File: src/rtl/exec_sequencer.sv
// Multi-cycle sequencer for the 8-bit accumulator datapath: fetch/exec/iterative divide/halt.
// Optional macro SEQ_SEG_DISP_EN builds a registered 7-segment decode of pc on pc_disp.
module exec_sequencer (
   input  logic       clk,
   input  logic       pc_reset,
   input  logic       run,
   input  logic       step,
   output logic [3:0] inst_addr,
   input  logic [7:0] inst_data,
   output logic [3:0] rf_addr,
   input  logic [7:0] rf_rdata,
   output logic       rf_we,
   output logic [7:0] rf_wdata,
   output logic [3:0] pc,
   output logic [7:0] ACC,
   output logic [7:0] EXT,
   output logic       c_b,
   output logic       busy,
   output logic       halted,
   output logic       dz,
   output logic [6:0] pc_disp
);

   typedef enum logic [2:0] {
      S_IDLE  = 3'd0,
      S_FETCH = 3'd1,
      S_EXEC  = 3'd2,
      S_DIV   = 3'd3,
      S_HALT  = 3'd4
   } state_t;

   state_t     r_state;
   state_t     w_state_nxt;
   logic [7:0] r_ir;
   logic [7:0] r_acc;
   logic [7:0] r_ext;
   logic [7:0] r_dvd;
   logic [7:0] r_dvs;
   logic [7:0] r_rem;
   logic [3:0] r_pc;
   logic [3:0] w_pc_nxt;
   logic [2:0] r_cnt;
   logic       r_cb;
   logic       r_dz;
   logic [3:0] w_op;
   logic [3:0] w_sub;
   logic [8:0] w_trial;
   logic [8:0] w_diff;
   logic       w_qbit;
   logic [7:0] w_rem_nxt;

   assign w_op  = r_ir[7:4];
   assign w_sub = r_ir[3:0];

   // One restoring-division step: bring in the next dividend bit, subtract if it fits.
   assign w_trial   = {r_rem, r_dvd[7]};
   assign w_diff    = w_trial - {1'b0, r_dvs};
   assign w_qbit    = (w_trial >= {1'b0, r_dvs});
   assign w_rem_nxt = w_qbit ? w_diff[7:0] : w_trial[7:0];

   // State register
   always_ff @(posedge clk or negedge pc_reset) begin
      if (!pc_reset) begin
         r_state <= S_IDLE;
      end else begin
         r_state <= w_state_nxt;
      end
   end

   // Next state and next pc
   always_comb begin
      w_state_nxt = r_state;
      w_pc_nxt    = r_pc;
      case (r_state)
         S_IDLE: begin
            if (run || step) begin
               w_state_nxt = S_FETCH;
            end else begin
               w_state_nxt = S_IDLE;
            end
         end
         S_FETCH: w_state_nxt = S_EXEC;
         S_EXEC: begin
            if (r_ir == 8'h0F) begin
               w_state_nxt = S_HALT;
            end else if (w_op == 4'h4) begin
               w_state_nxt = S_DIV;
            end else if (run) begin
               w_state_nxt = S_FETCH;
            end else begin
               w_state_nxt = S_IDLE;
            end
            // Halt parks pc on its own address; jumps and taken branches load IR[3:0].
            if (r_ir == 8'h0F) begin
               w_pc_nxt = r_pc;
            end else if ((w_op == 4'h8) || ((w_op == 4'hB) && r_cb)) begin
               w_pc_nxt = w_sub;
            end else begin
               w_pc_nxt = r_pc + 4'd1;
            end
         end
         S_DIV: begin
            if (r_cnt != 3'd7) begin
               w_state_nxt = S_DIV;
            end else if (run) begin
               w_state_nxt = S_FETCH;
            end else begin
               w_state_nxt = S_IDLE;
            end
         end
         S_HALT:  w_state_nxt = S_HALT;
         default: w_state_nxt = S_IDLE;
      endcase
   end

   // Datapath: IR, pc, ACC, EXT, flags and divider state
   always_ff @(posedge clk or negedge pc_reset) begin
      if (!pc_reset) begin
         r_ir  <= 8'h00;
         r_pc  <= 4'h0;
         r_acc <= 8'h00;
         r_ext <= 8'h00;
         r_cb  <= 1'b0;
         r_dz  <= 1'b0;
         r_dvd <= 8'h00;
         r_dvs <= 8'h00;
         r_rem <= 8'h00;
         r_cnt <= 3'd0;
      end else begin
         case (r_state)
            S_FETCH: r_ir <= inst_data;
            S_EXEC: begin
               r_pc <= w_pc_nxt;
               case (w_op)
                  4'h0: begin
                     case (w_sub)
                        4'h1:    r_acc <= {r_acc[6:0], 1'b0};
                        4'h2:    r_acc <= {1'b0, r_acc[7:1]};
                        4'h3:    r_acc <= {r_acc[0], r_acc[7:1]};
                        4'h4:    r_acc <= {r_acc[6:0], r_acc[7]};
                        4'h5:    r_acc <= {r_acc[7], r_acc[7:1]};
                        4'h6:    {r_cb, r_acc} <= {1'b0, r_acc} + 9'd1;
                        4'h7:    {r_cb, r_acc} <= {1'b0, r_acc} - 9'd1;
                        default: r_acc <= r_acc;
                     endcase
                  end
                  4'h1: {r_cb, r_acc} <= {1'b0, r_acc} + {1'b0, rf_rdata};
                  4'h2: {r_cb, r_acc} <= {1'b0, r_acc} - {1'b0, rf_rdata};
                  4'h3: {r_ext, r_acc} <= {8'h00, r_acc} * {8'h00, rf_rdata};
                  4'h4: begin
                     r_dvd <= r_acc;
                     r_dvs <= rf_rdata;
                     r_rem <= 8'h00;
                     r_acc <= 8'h00;
                     r_cnt <= 3'd0;
                  end
                  4'h5:    r_acc <= r_acc & rf_rdata;
                  4'h6:    r_acc <= r_acc ^ rf_rdata;
                  4'h7:    r_cb  <= (r_acc < rf_rdata);
                  4'h9:    r_acc <= rf_rdata;
                  default: r_acc <= r_acc;
               endcase
            end
            S_DIV: begin
               r_cnt <= r_cnt + 3'd1;
               // A zero divisor leaves r_dvd unshifted so the dividend is still there at the end.
               if (r_dvs == 8'h00) begin
                  if (r_cnt == 3'd7) begin
                     r_acc <= 8'hFF;
                     r_ext <= r_dvd;
                     r_dz  <= 1'b1;
                  end else begin
                     r_acc <= r_acc;
                  end
               end else begin
                  r_rem <= w_rem_nxt;
                  r_dvd <= {r_dvd[6:0], 1'b0};
                  r_acc <= {r_acc[6:0], w_qbit};
                  if (r_cnt == 3'd7) begin
                     r_ext <= w_rem_nxt;
                  end else begin
                     r_ext <= r_ext;
                  end
               end
            end
            default: r_ir <= r_ir;
         endcase
      end
   end

`ifdef SEQ_SEG_DISP_EN
   function automatic logic [6:0] seg7(input logic [3:0] v);
      case (v)
         4'h0:    seg7 = 7'b1000000;
         4'h1:    seg7 = 7'b1111001;
         4'h2:    seg7 = 7'b0100100;
         4'h3:    seg7 = 7'b0110000;
         4'h4:    seg7 = 7'b0011001;
         4'h5:    seg7 = 7'b0010010;
         4'h6:    seg7 = 7'b0000010;
         4'h7:    seg7 = 7'b1111000;
         4'h8:    seg7 = 7'b0000000;
         4'h9:    seg7 = 7'b0010000;
         4'hA:    seg7 = 7'b0001000;
         4'hB:    seg7 = 7'b0000011;
         4'hC:    seg7 = 7'b1000110;
         4'hD:    seg7 = 7'b0100001;
         4'hE:    seg7 = 7'b0000110;
         4'hF:    seg7 = 7'b0001110;
         default: seg7 = 7'b1111111;
      endcase
   endfunction

   logic [6:0] r_pc_disp;

   // Display register tracks the pc value being loaded on the same edge
   always_ff @(posedge clk or negedge pc_reset) begin
      if (!pc_reset) begin
         r_pc_disp <= 7'b1000000;
      end else begin
         r_pc_disp <= seg7(w_pc_nxt);
      end
   end

   assign pc_disp = r_pc_disp;
`else
   assign pc_disp = 7'b1111111;
`endif

   assign inst_addr = r_pc;
   assign pc        = r_pc;
   assign rf_addr   = r_ir[3:0];
   assign rf_wdata  = r_acc;
   assign rf_we     = (r_state == S_EXEC) && (w_op == 4'hA);
   assign ACC       = r_acc;
   assign EXT       = r_ext;
   assign c_b       = r_cb;
   assign dz        = r_dz;
   assign busy      = (r_state != S_IDLE) && (r_state != S_HALT);
   assign halted    = (r_state == S_HALT);

endmodule

File: config.mk
export PLATFORM = sky130hd
export DESIGN_NAME = exec_sequencer
export DESIGN_NICKNAME = d
export VERILOG_FILES = /design/src/rtl/exec_sequencer.sv
export SDC_FILE = /design/constraint.sdc
export NUM_CORES = 1
export LEC_CHECK = 0
export CORE_UTILIZATION = 35
export DETAILED_ROUTE_END_ITERATION = 10
export SYNTH_ARGS = -nofsm -noshare
export SYNTH_HDL_FRONTEND = slang
export SYNTH_SLANG_ARGS = --single-unit
File: constraint.sdc
create_clock -name clk -period 12.4 [get_ports clk]
set_input_delay 1.24 -clock clk [delete_from_list [all_inputs] [get_ports clk]]
set_output_delay 1.24 -clock clk [all_outputs]
set_load 0.02 [all_outputs]
==> metrics.md, run 1 <==
| Metric | Value |
|---|---|
| WP data arrival | 6.05 ns |
| Post-synthesis compound-gate area fraction | 20.13% |
| CTS Hold Bufs | 0 |
| CP startpoint kind | primary input |
| Critical Path RT | 12.63 ns |
| Post-Synth XOR/XNOR Area | 3.211% |
| Period utilization | 46.94% |
| Area leader, netlist | dfrtp_1 |
| Synth Warn # | 0 |
| DIE HEIGHT | 144.3 microns |
| Total Routing Usage GR | 22.75% |
| CP max FO | 9 |
| DIE AREA | 20840 sq um |
| Initial Util | 36.08% |
| Setup crit end kind | flip-flop |
| Clock Skews | 0.008375 ns |
| Most frequent cells after synthesis | inv_1 (81), nand2_1 (77), nor2_1 (71) |
| Buffers on Ports | 60 |
| Hold Crit Class | reg2reg |
| Syn_area_per_cell | 8.170 sq um |
| Ys flop type | dfrtp_1 |
| Achievable clock frequency | 171.8 MHz |
| #FFs+latches synth | 60 |
| Min-Delay Endpoint | EXT[2] |
| Pin count of the biggest net entering global routing | between 60 and 70 |
| CTS buffer count | 9 |
| Root buffer cell | clkbuf_16 |
| Number of top-level pins | 68 |
| Area of the multi-input gates | between 4000 and 5000 sq um |
| First-pass detailed-route iteration total | 6 |
| CTS tree | done |
| Max Slew Vio Count | 0 |
| Filler cells | 2063 |
| CTS Sinks | 60 |
| Status | completed |
| Main combinational cell family by area after synthesis | adder cells |
| Worst-Margin Slew | roughly 0.89 ns |
| First-pass GRT wire length | 35.70 mm |
| Final Hold Fails | 0 |
| Wire length per cell | 19.29 microns |
| Layout net count | 1015 |
| Post-layout min period | 5.820 ns |
| CTS resizes | 0 |
| Top-area cell type share of the netlist area | about a fifth |
| Vias | 6462 |
| Library cells used by synthesis | 76 |
| Post-synthesis sequential area ratio | 21.17% |
| Post-synthesis adder-cell area fraction | 22.48% |
| Most numerous cell in the Yosys netlist | inv_1 |
| Mux share of post-synthesis cell area | 2.893% |
| Area contributors post-synth | dfrtp_1 (21%), ha_1 (11%), fa_1 (11%), inv_1 (4.3%), nand2_1 (4.1%) |
| Row Count | 51 |
| HPWL after detailed placement | 16.99 mm |
| Share of cells above drive strength 1 | 5.804% |
| Initial antenna violation count | 0 |
| Unrepaired setup endpoints after global routing | false |
| Max clock buf depth | 2 |
| Detailed Route WL | 22.40 mm |
| Register Area | 1501 sq um |
| DRC violation count after routing | 0 |
| Post-CTS Setup Inserts | 0 |
| Slew headroom | 40.40% |
| Hold path depth | 2 |
| # setup viols final | 0 |
| Clk slew on worst S/H paths | 0.06 ns |
| Synthesized instance count | 868 |
| FF-to-FF setup slack | 7.01 ns |
| Async SR Flop Fraction | 100.0% |
| Min-delay src | EXT[2] |
| DRT antenna net count | 0 |
| MaxCap Viol Count | 0 |
| Simple-Gate Fraction of Synth Area | 20.84% |
| Layout area overhead | 13.71% |
| Critical path class | in2reg |
| GRT Residual Overflow | 0 |
| Post-synth EDFFs | 0 |
| Worst R2R Path Depth | 18 |
| Starting DRT DRC Count | 629 |
| Clock latency on the worst-skew pair | 0.35 ns |
| Routability congestion estimate from global placement | 0.9665 |
| Via/cell ratio | 5.566 |
| Vias in the first global route | 6401 |
| Die width | roughly 140 microns |
| Synthesized area | 7092 sq um |
| H-tree lvl count | 3 |
| Core Area | 19650 sq um |
| Ant. Diodes | 0 |
| Total negative slack | 0 ns |
| RR Startpoint | ACC[0] |
| Worst r2r dst | EXT[7] |
## state kept, by name, summed over array words and instances (netlist names)
| signal | flops |
|---|---|
| inst_addr | 4 |
| EXT | 8 |
| r_state | 3 |
| r_ir | 8 |
| c_b | 1 |
| r_dvd | 8 |
| dz | 1 |
| r_dvs | 8 |
| ACC | 8 |
| r_rem | 8 |
| r_cnt | 3 |
## worst max-delay path: stages
cell and delay [ns]:
clkdlybuf4s50_1 0.74, inv_1 0.18, nor2_1 0.19, fa_1 0.45, fa_1 0.53, fa_1 0.54, inv_1 0.05, fa_1 0.52
inv_1 0.04, ha_1 0.22, or2_2 0.29, o221ai_1 0.28, a211oi_1 0.13, a211oi_1 0.30, nor3_1 0.08, a211o_1 0.23
## final cells by class
type | instances | share of cell area (%)
Sequential cell | 60 | 18.62
Clock inverter | 7 | 0.9465
Clock buffer | 9 | 2.793
Tap cell | 265 | 4.112
Multi-Input combinational cell | 669 | 61.49
Timing Repair Buffer | 69 | 8.223
Inverter | 82 | 3.817
## metrics by stage
stage / hold slack [ns] / area, sq um / std cells / worst slack [ns] / util (%)
global placement: 0.4579 / 7762 / 1145 / 6.310 / 39.50
floorplan: 0.4674 / 7114 / 874 / 7.211 / -
finish: 0.4728 / 8064 / 1161 / 6.580 / 41.03
CTS: 0.4823 / 8064 / 1161 / 6.615 / 41.03
global route: 0.4978 / 8064 / 1161 / 6.209 / 41.03
detailed placement: 0.4695 / 7762 / 1145 / 6.254 / 39.50
## cells in the final DEF (no fill, tap or decap), types with 5 or more instances in the layout
cell,synthesis,layout
a211oi_1,7,7
a21o_1,6,6
a21oi_1,43,43
a221oi_1,7,7
a22oi_1,11,11
a31oi_1,17,17
and2_1,37,37
and3_1,5,5
buf_4,23,9
clkbuf_16,0,9
clkdlybuf4s50_1,0,59
conb_1,1,7
dfrtp_1,60,60
fa_1,39,39
ha_1,65,65
inv_1,81,81
mux2_2,8,8
mux2i_1,10,10
nand2_1,77,77
nand2b_1,10,10
nand3_1,20,20
nand4_1,7,7
nor2_1,71,71
nor2b_1,11,11
nor3_1,12,12
nor3b_1,5,5
nor4_1,9,9
o21ai_0,56,56
o21ai_1,5,5
o221ai_1,5,5
o22ai_1,17,17
o31ai_1,6,6
or2_2,5,5
xnor2_1,14,14
xor2_1,12,12
## routing by layer
metal,GRT usage (%),part of all wire (%),wire length (microns)
met5,0,0,0
met4,7.258,2.5,567
met3,3.742,5.6,1252
met2,36.92,46,10310
met1,30.68,46,10270
## logic make-up after synthesis
group,Yosys count
adder cells (fa/ha/maj),104
XOR/XNOR,26
flip-flops,60
AND/OR/NAND/NOR,294
buffers and inverters,145
multiplexers,19
AO/OA/AOI/OAI,219
other,1
## how the worst max path moves through the flow
stage	startpoint	end	slack, ns	cells after the start
2_1_floorplan	rf_rdata[4]	EXT[6]	7.21	14
3_5_place_dp	rf_rdata[7]	EXT[6]	6.25	16
6_report	rf_rdata[7]	EXT[7]	6.58	16
3_3_place_gp	rf_rdata[7]	EXT[7]	6.31	17
4_1_cts	rf_rdata[7]	EXT[6]	6.62	16
5_1_grt	rf_rdata[7]	EXT[7]	6.21	16
Power of run 1 is left out: the tool's default activity adds up to more than one toggle a clock period on the data nets, which glitch-free logic cannot reach.
==> inputs of run 2 (changes only) <==
- clock period: 12.4 -> 4.8 ns (I/O delays scaled with it)
==> run 2 against run 1 <==
Against the previous run:
- setup slack got worse by 6.4 ns
- non-clock buffer count rose by 47
- worst hold slack got worse by 0.17 ns
- largest cell class unchanged
==> metrics.md, run 2 (synthesis results as in run 1) <==
| Metric | Value |
|---|---|
| Status | completed |
| Max Slew Vio Count | 0 |
| Setup crit end kind | flip-flop |
| Slew headroom | approximately 43% |
| Worst R2R Path Depth | 15 |
| CTS tree | done |
| Routability congestion estimate from global placement | 0.9303 |
| Starting DRT DRC Count | 593 |
| H-tree lvl count | 3 |
| CTS Sinks | 60 |
| RR Startpoint | ACC[3] |
| Number of top-level pins | 68 |
| CTS buffer count | 9 |
| Worst r2r dst | EXT[4] |
| Critical path's largest stage delay | approximately 0.55 ns |
| CP max FO | 3 |
| DIE HEIGHT | 144.3 microns |
| Vias in the first global route | ~6500 |
| FF-to-FF setup slack | between 0.2 and 0.3 ns |
| Post-layout min period | 4.623 ns |
| Post-CTS Setup Inserts | 0 |
| Pin count of the biggest net entering global routing | 61 |
| DRT antenna net count | 0 |
| Via/cell ratio | 5.543 |
| # setup viols final | 0 |
| First-pass GRT wire length | around 36 mm |
| Most frequent cells in the layout | inv_1 (81), nand2_1 (77), nor2_1 (71) |
| Period utilization | between 90 and 100% |
| Final Hold Fails | 0 |
| Clock latency on the worst-skew pair | between 0.3 and 0.4 ns |
| MaxCap Viol Count | 0 |
| Hold Crit Class | in2async |
| CTS resizes | 0 |
| Cell repeated most along the worst path | fa_1 |
| Layout net count | approximately 1100 |
| Vias | 6690 |
| Max clock buf depth | 2 |
| Clock Skews | 0.01075 ns |
| Total Routing Usage GR | 22.56% |
| Row Count | between 50 and 60 |
| Slowest CP cell | fa_1 |
| Achievable clock frequency | 216.3 MHz |
| Die width | 144.3 microns |
| Ant. Diodes | 0 |
| HPWL after detailed placement | 17.23 mm |
| Worst-Margin Slew | 0.8588 ns |
| Total negative slack | 0 ns |
| Layout area overhead | 18.56% |
| First-pass detailed-route iteration total | 5 |
| Core Area | approximately 20000 sq um |
| Most common cell after layout, fill and taps aside | inv_1 |
| Buffers plus inverters on the worst setup path | 5 |
| Wire length per cell | around 18 microns |
| Root buffer cell | clkbuf_16 |
| DRC violation count after routing | 0 |
| WP data arrival | a little under 5 ns |
| Clk slew on worst S/H paths | 0.05 ns |
| CTS Hold Bufs | 0 |
| Unrepaired setup endpoints after global routing | false |
| Buffers on Ports | 60 |
| GRT Residual Overflow | 0 |
| Detailed Route WL | 22.12 mm |
| Share of cells above drive strength 1 | 10.93% |
| CP Cell Sequence | clkdlybuf4s50_1 > nand2_1 > fa_1 > fa_1 > inv_1 > fa_1 > inv_1 > fa_1 > inv_1 > ha_1 > or2_2 > o31a_1 > buf_4 > a31oi_1 > xor2_1 > o21ai_0 |
| DIE AREA | ~21000 sq um |
| Critical Path RT | roughly 5.0 ns |
| Initial antenna violation count | 0 |
| Critical path class | in2reg |
| Largest delay contributor family on the critical path | adder cells |
| CP startpoint kind | primary input |
| Initial Util | 36.08% |
## run 2: changes by cell type in the layout (fill, tap and decap cells not counted), moves of 2 or more
cell	previous run	this run
dlymetal6s2s_1	0	2
clkdlybuf4s50_1	59	57
buf_4	9	56
o21ai_1	5	7
o21ai_0	56	54
clkinv_4	2	0
clkinv_2	1	3
## run 2: area by class of cell
| class | instances | area, sq um |
|---|---|---|
| clock buffers | 10 | 229.0 |
| clock inverters | 5 | 30.03 |
| fillers | 2050 | 11250 |
| inverters | 82 | 307.8 |
| multi-input cells | 669 | 4986 |
| flip-flops and latches | 60 | 1503 |
| well taps | 265 | 331.6 |
| repair buffers | 116 | 1021 |
## run 2: routing by layer
metal  track usage, %  up-vias  wire, microns
met2            35.15      289           9767
li1                 -     3151              -
met1            30.68     3203          10090
met3            4.768       47           1539
met4            7.978        0            719
met5                0        -              0
## run 2: how the worst max path moves through the flow
| stage | slack [ns] | depth (start not counted) | startpoint | end |
|---|---|---|---|---|
| floorplan | 0.02 | 17 | ACC[3] | EXT[6] |
| global placement | -0.23 | 15 | rf_rdata[4] | EXT[6] |
| detailed placement | -0.31 | 15 | rf_rdata[4] | EXT[6] |
| CTS | 0.06 | 15 | rf_rdata[4] | EXT[6] |
| global route | 0.007 | 16 | rf_rdata[7] | EXT[4] |
| finish | 0.18 | 16 | rf_rdata[7] | EXT[4] |
## run 2: per-stage QoR
stage / utilization (%) / setup slack, ns / cell area, sq um / hold slack [ns] / cells
after global routing: 42.78 / 0.007171 / 8408 / 0.3767 / 1207
after detailed placement: 41.30 / -0.3063 / 8117 / 0.4594 / 1192
after floorplan: - / 0.02307 / 7117 / 0.1844 / 874
after global placement: 41.30 / -0.2288 / 8117 / 0.4605 / 1192
final: 42.78 / 0.1766 / 8408 / 0.3062 / 1207
after CTS: 42.62 / 0.05802 / 8376 / 0.3550 / 1207
## run 2: worst reg2reg max path, delay by kind of cell, from the launching register on
kind                       cells  cell delay (ns)
and+or+nand+nor                2             0.47
DFF                            1             0.58
buffers and inverters          4             0.31
xor gates and xnor gates       1             0.20
AOI/OAI and AO/OA              3             0.59
adders and majority gates      5             2.26
Power of run 2 is left out for the same reason.
==> inputs of run 3 (changes only) <==
- PLACE_DENSITY: unset -> 0.58
==> run 3 against run 2 <==
Against the previous run:
- maximum frequency up 0.14%
- global-route usage down 0.22 points
- count of clock-buffer cells in the layout up 1
- register-to-register slack about the same
- final cell count up 0.33%
- sequential share of layout area down 0.17 points
==> metrics.md, run 3 (synthesis results as in run 1) <==
| Metric | Value |
|---|---|
| DRT antenna net count | 0 |
| CP startpoint kind | primary input |
| RR Startpoint | ACC[1] |
| Buffers on Ports | 60 |
| Unrepaired setup endpoints after global routing | true |
| Vias | 6618 |
| Slew headroom | 41.57% |
| CTS buffer count | 9 |
| Number of top-level pins | between 60 and 70 |
| CTS resizes | 0 |
| Die width | 144.3 microns |
| Wire length per cell | 18.30 microns |
| Routability congestion estimate from global placement | 0.9548 |
| Row Count | about 50 |
| Setup WS pre-CTS | -0.3368 ns |
| Max clock buf depth | 2 |
| Fin worst setup slack | 0.1832 ns |
| Layout Cells excl Fill | 1211 |
| Achievable clock frequency | roughly 220 MHz |
| # setup viols final | 0 |
| Clock Skews | between 0.006 and 0.007 ns |
| First-pass GRT wire length | approximately 35 mm |
| Area of the multi-input gates | approximately 5000 sq um |
| Most frequent cells in the layout | inv_1 (81), nand2_1 (77), nor2_1 (71) |
| Period utilization | a little over nine tenths |
| Final Cell Area | 8491 sq um |
| Worst r2r dst | EXT[4] |
| Post-CTS Setup Inserts | 0 |
| HPWL after detailed placement | 17.11 mm |
| DIE HEIGHT | approximately 140 microns |
| Via/cell ratio | approximately 5.5 |
| Filler cells | 2051 |
| Layout area overhead | 19.72% |
| First-pass detailed-route iteration total | 5 |
| Critical path class | in2reg |
| Pin count of the biggest net entering global routing | 61 |
| MaxCap Viol Count | 0 |
| Post-Place Cells | around 1200 |
| Worst-Margin Slew | 0.8743 ns |
| Detailed Route WL | 22.16 mm |
| Root buffer cell | clkbuf_16 |
| CTS tree | done |
| Status | completed |
| FF-to-FF setup slack | about 0.25 ns |
| Initial Util | 36.08% |
| Worst R2R Path Depth | 15 |
| Starting DRT DRC Count | 657 |
| Clock latency on the worst-skew pair | roughly 0.34 ns |
| CTS Hold Bufs | 0 |
| Initial antenna violation count | 0 |
| DIE AREA | approximately 21000 sq um |
| Clk slew on worst S/H paths | 0.06 ns |
| Post-layout min period | 4.617 ns |
| CP max FO | 4 |
| Ant. Diodes | 0 |
| Hold Crit Class | in2async |
| Most common cell after layout, fill and taps aside | inv_1 |
| DRC violation count after routing | 0 |
| Final Hold Fails | 0 |
| Register Area | 1503 sq um |
| Critical Path RT | 5.02 ns |
| Vias in the first global route | 6317 |
| Total Routing Usage GR | 22.35% |
| Core Area | 19650 sq um |
| Layout net count | approximately 1100 |
| CTS Sinks | 60 |
| Post-DP Area | 8139 sq um |
| GRT Residual Overflow | 0 |
| Share of cells above drive strength 1 | 11.10% |
| Max Slew Vio Count | 0 |
| Setup crit end kind | flip-flop |
| H-tree lvl count | 3 |
| WP data arrival | 4.84 ns |
==> run 3: per-stage QoR <==
step	hold slack, ns	utilization (%)	setup TNS (ns)
2_1_floorplan	0.1844	-	0
3_3_place_gp	0.4621	41.41	-1.101
3_5_place_dp	0.4706	41.41	-1.589
4_1_cts	0.3449	43.07	0
5_1_grt	0.3732	43.20	-0.02000
6_report	0.2911	43.20	0
==> run 3: cell type report <==
type	count	share of cell area, %
multi-input combinational	669	58.64
sequential	60	17.70
timing repair buffer	119	12.29
tap	265	3.905
inverter	82	3.625
clock buffer	11	2.859
clock inverter	5	0.9873
==> run 3: critical path: stages <==
cell,delay (ns)
clkdlybuf4s50_1,0.52
nand2_1,0.09
fa_1,0.50
fa_1,0.55
inv_1,0.06
fa_1,0.53
inv_1,0.05
fa_1,0.52
inv_1,0.04
ha_1,0.19
or2_2,0.31
o31a_1,0.32
buf_4,0.16
a31oi_1,0.20
xor2_1,0.20
o21ai_0,0.09
==> run 3: worst max path at each step <==
| stage | start | to | slack [ns] | cells past startpoint |
|---|---|---|---|---|
| after CTS | rf_rdata[3] | EXT[7] | 0.02 | 16 |
| after global routing | rf_rdata[6] | EXT[6] | -0.02 | 18 |
| final | rf_rdata[6] | EXT[4] | 0.18 | 16 |
| after global placement | rf_rdata[4] | EXT[6] | -0.24 | 15 |
| after floorplan | ACC[3] | EXT[6] | 0.02 | 17 |
| after detailed placement | rf_rdata[3] | EXT[7] | -0.34 | 16 |
==> run 3: layer usage <==
layer  global-route usage (%)  vias up  part of all wire (%)
li1                         -     3176                     -
met1                    30.33     3142                    46
met2                    35.58      260                    45
met3                    4.371       40                   6.8
met4                    6.981        0                   2.7
met5                        0        -                     0
Power of run 3 is left out for the same reason.
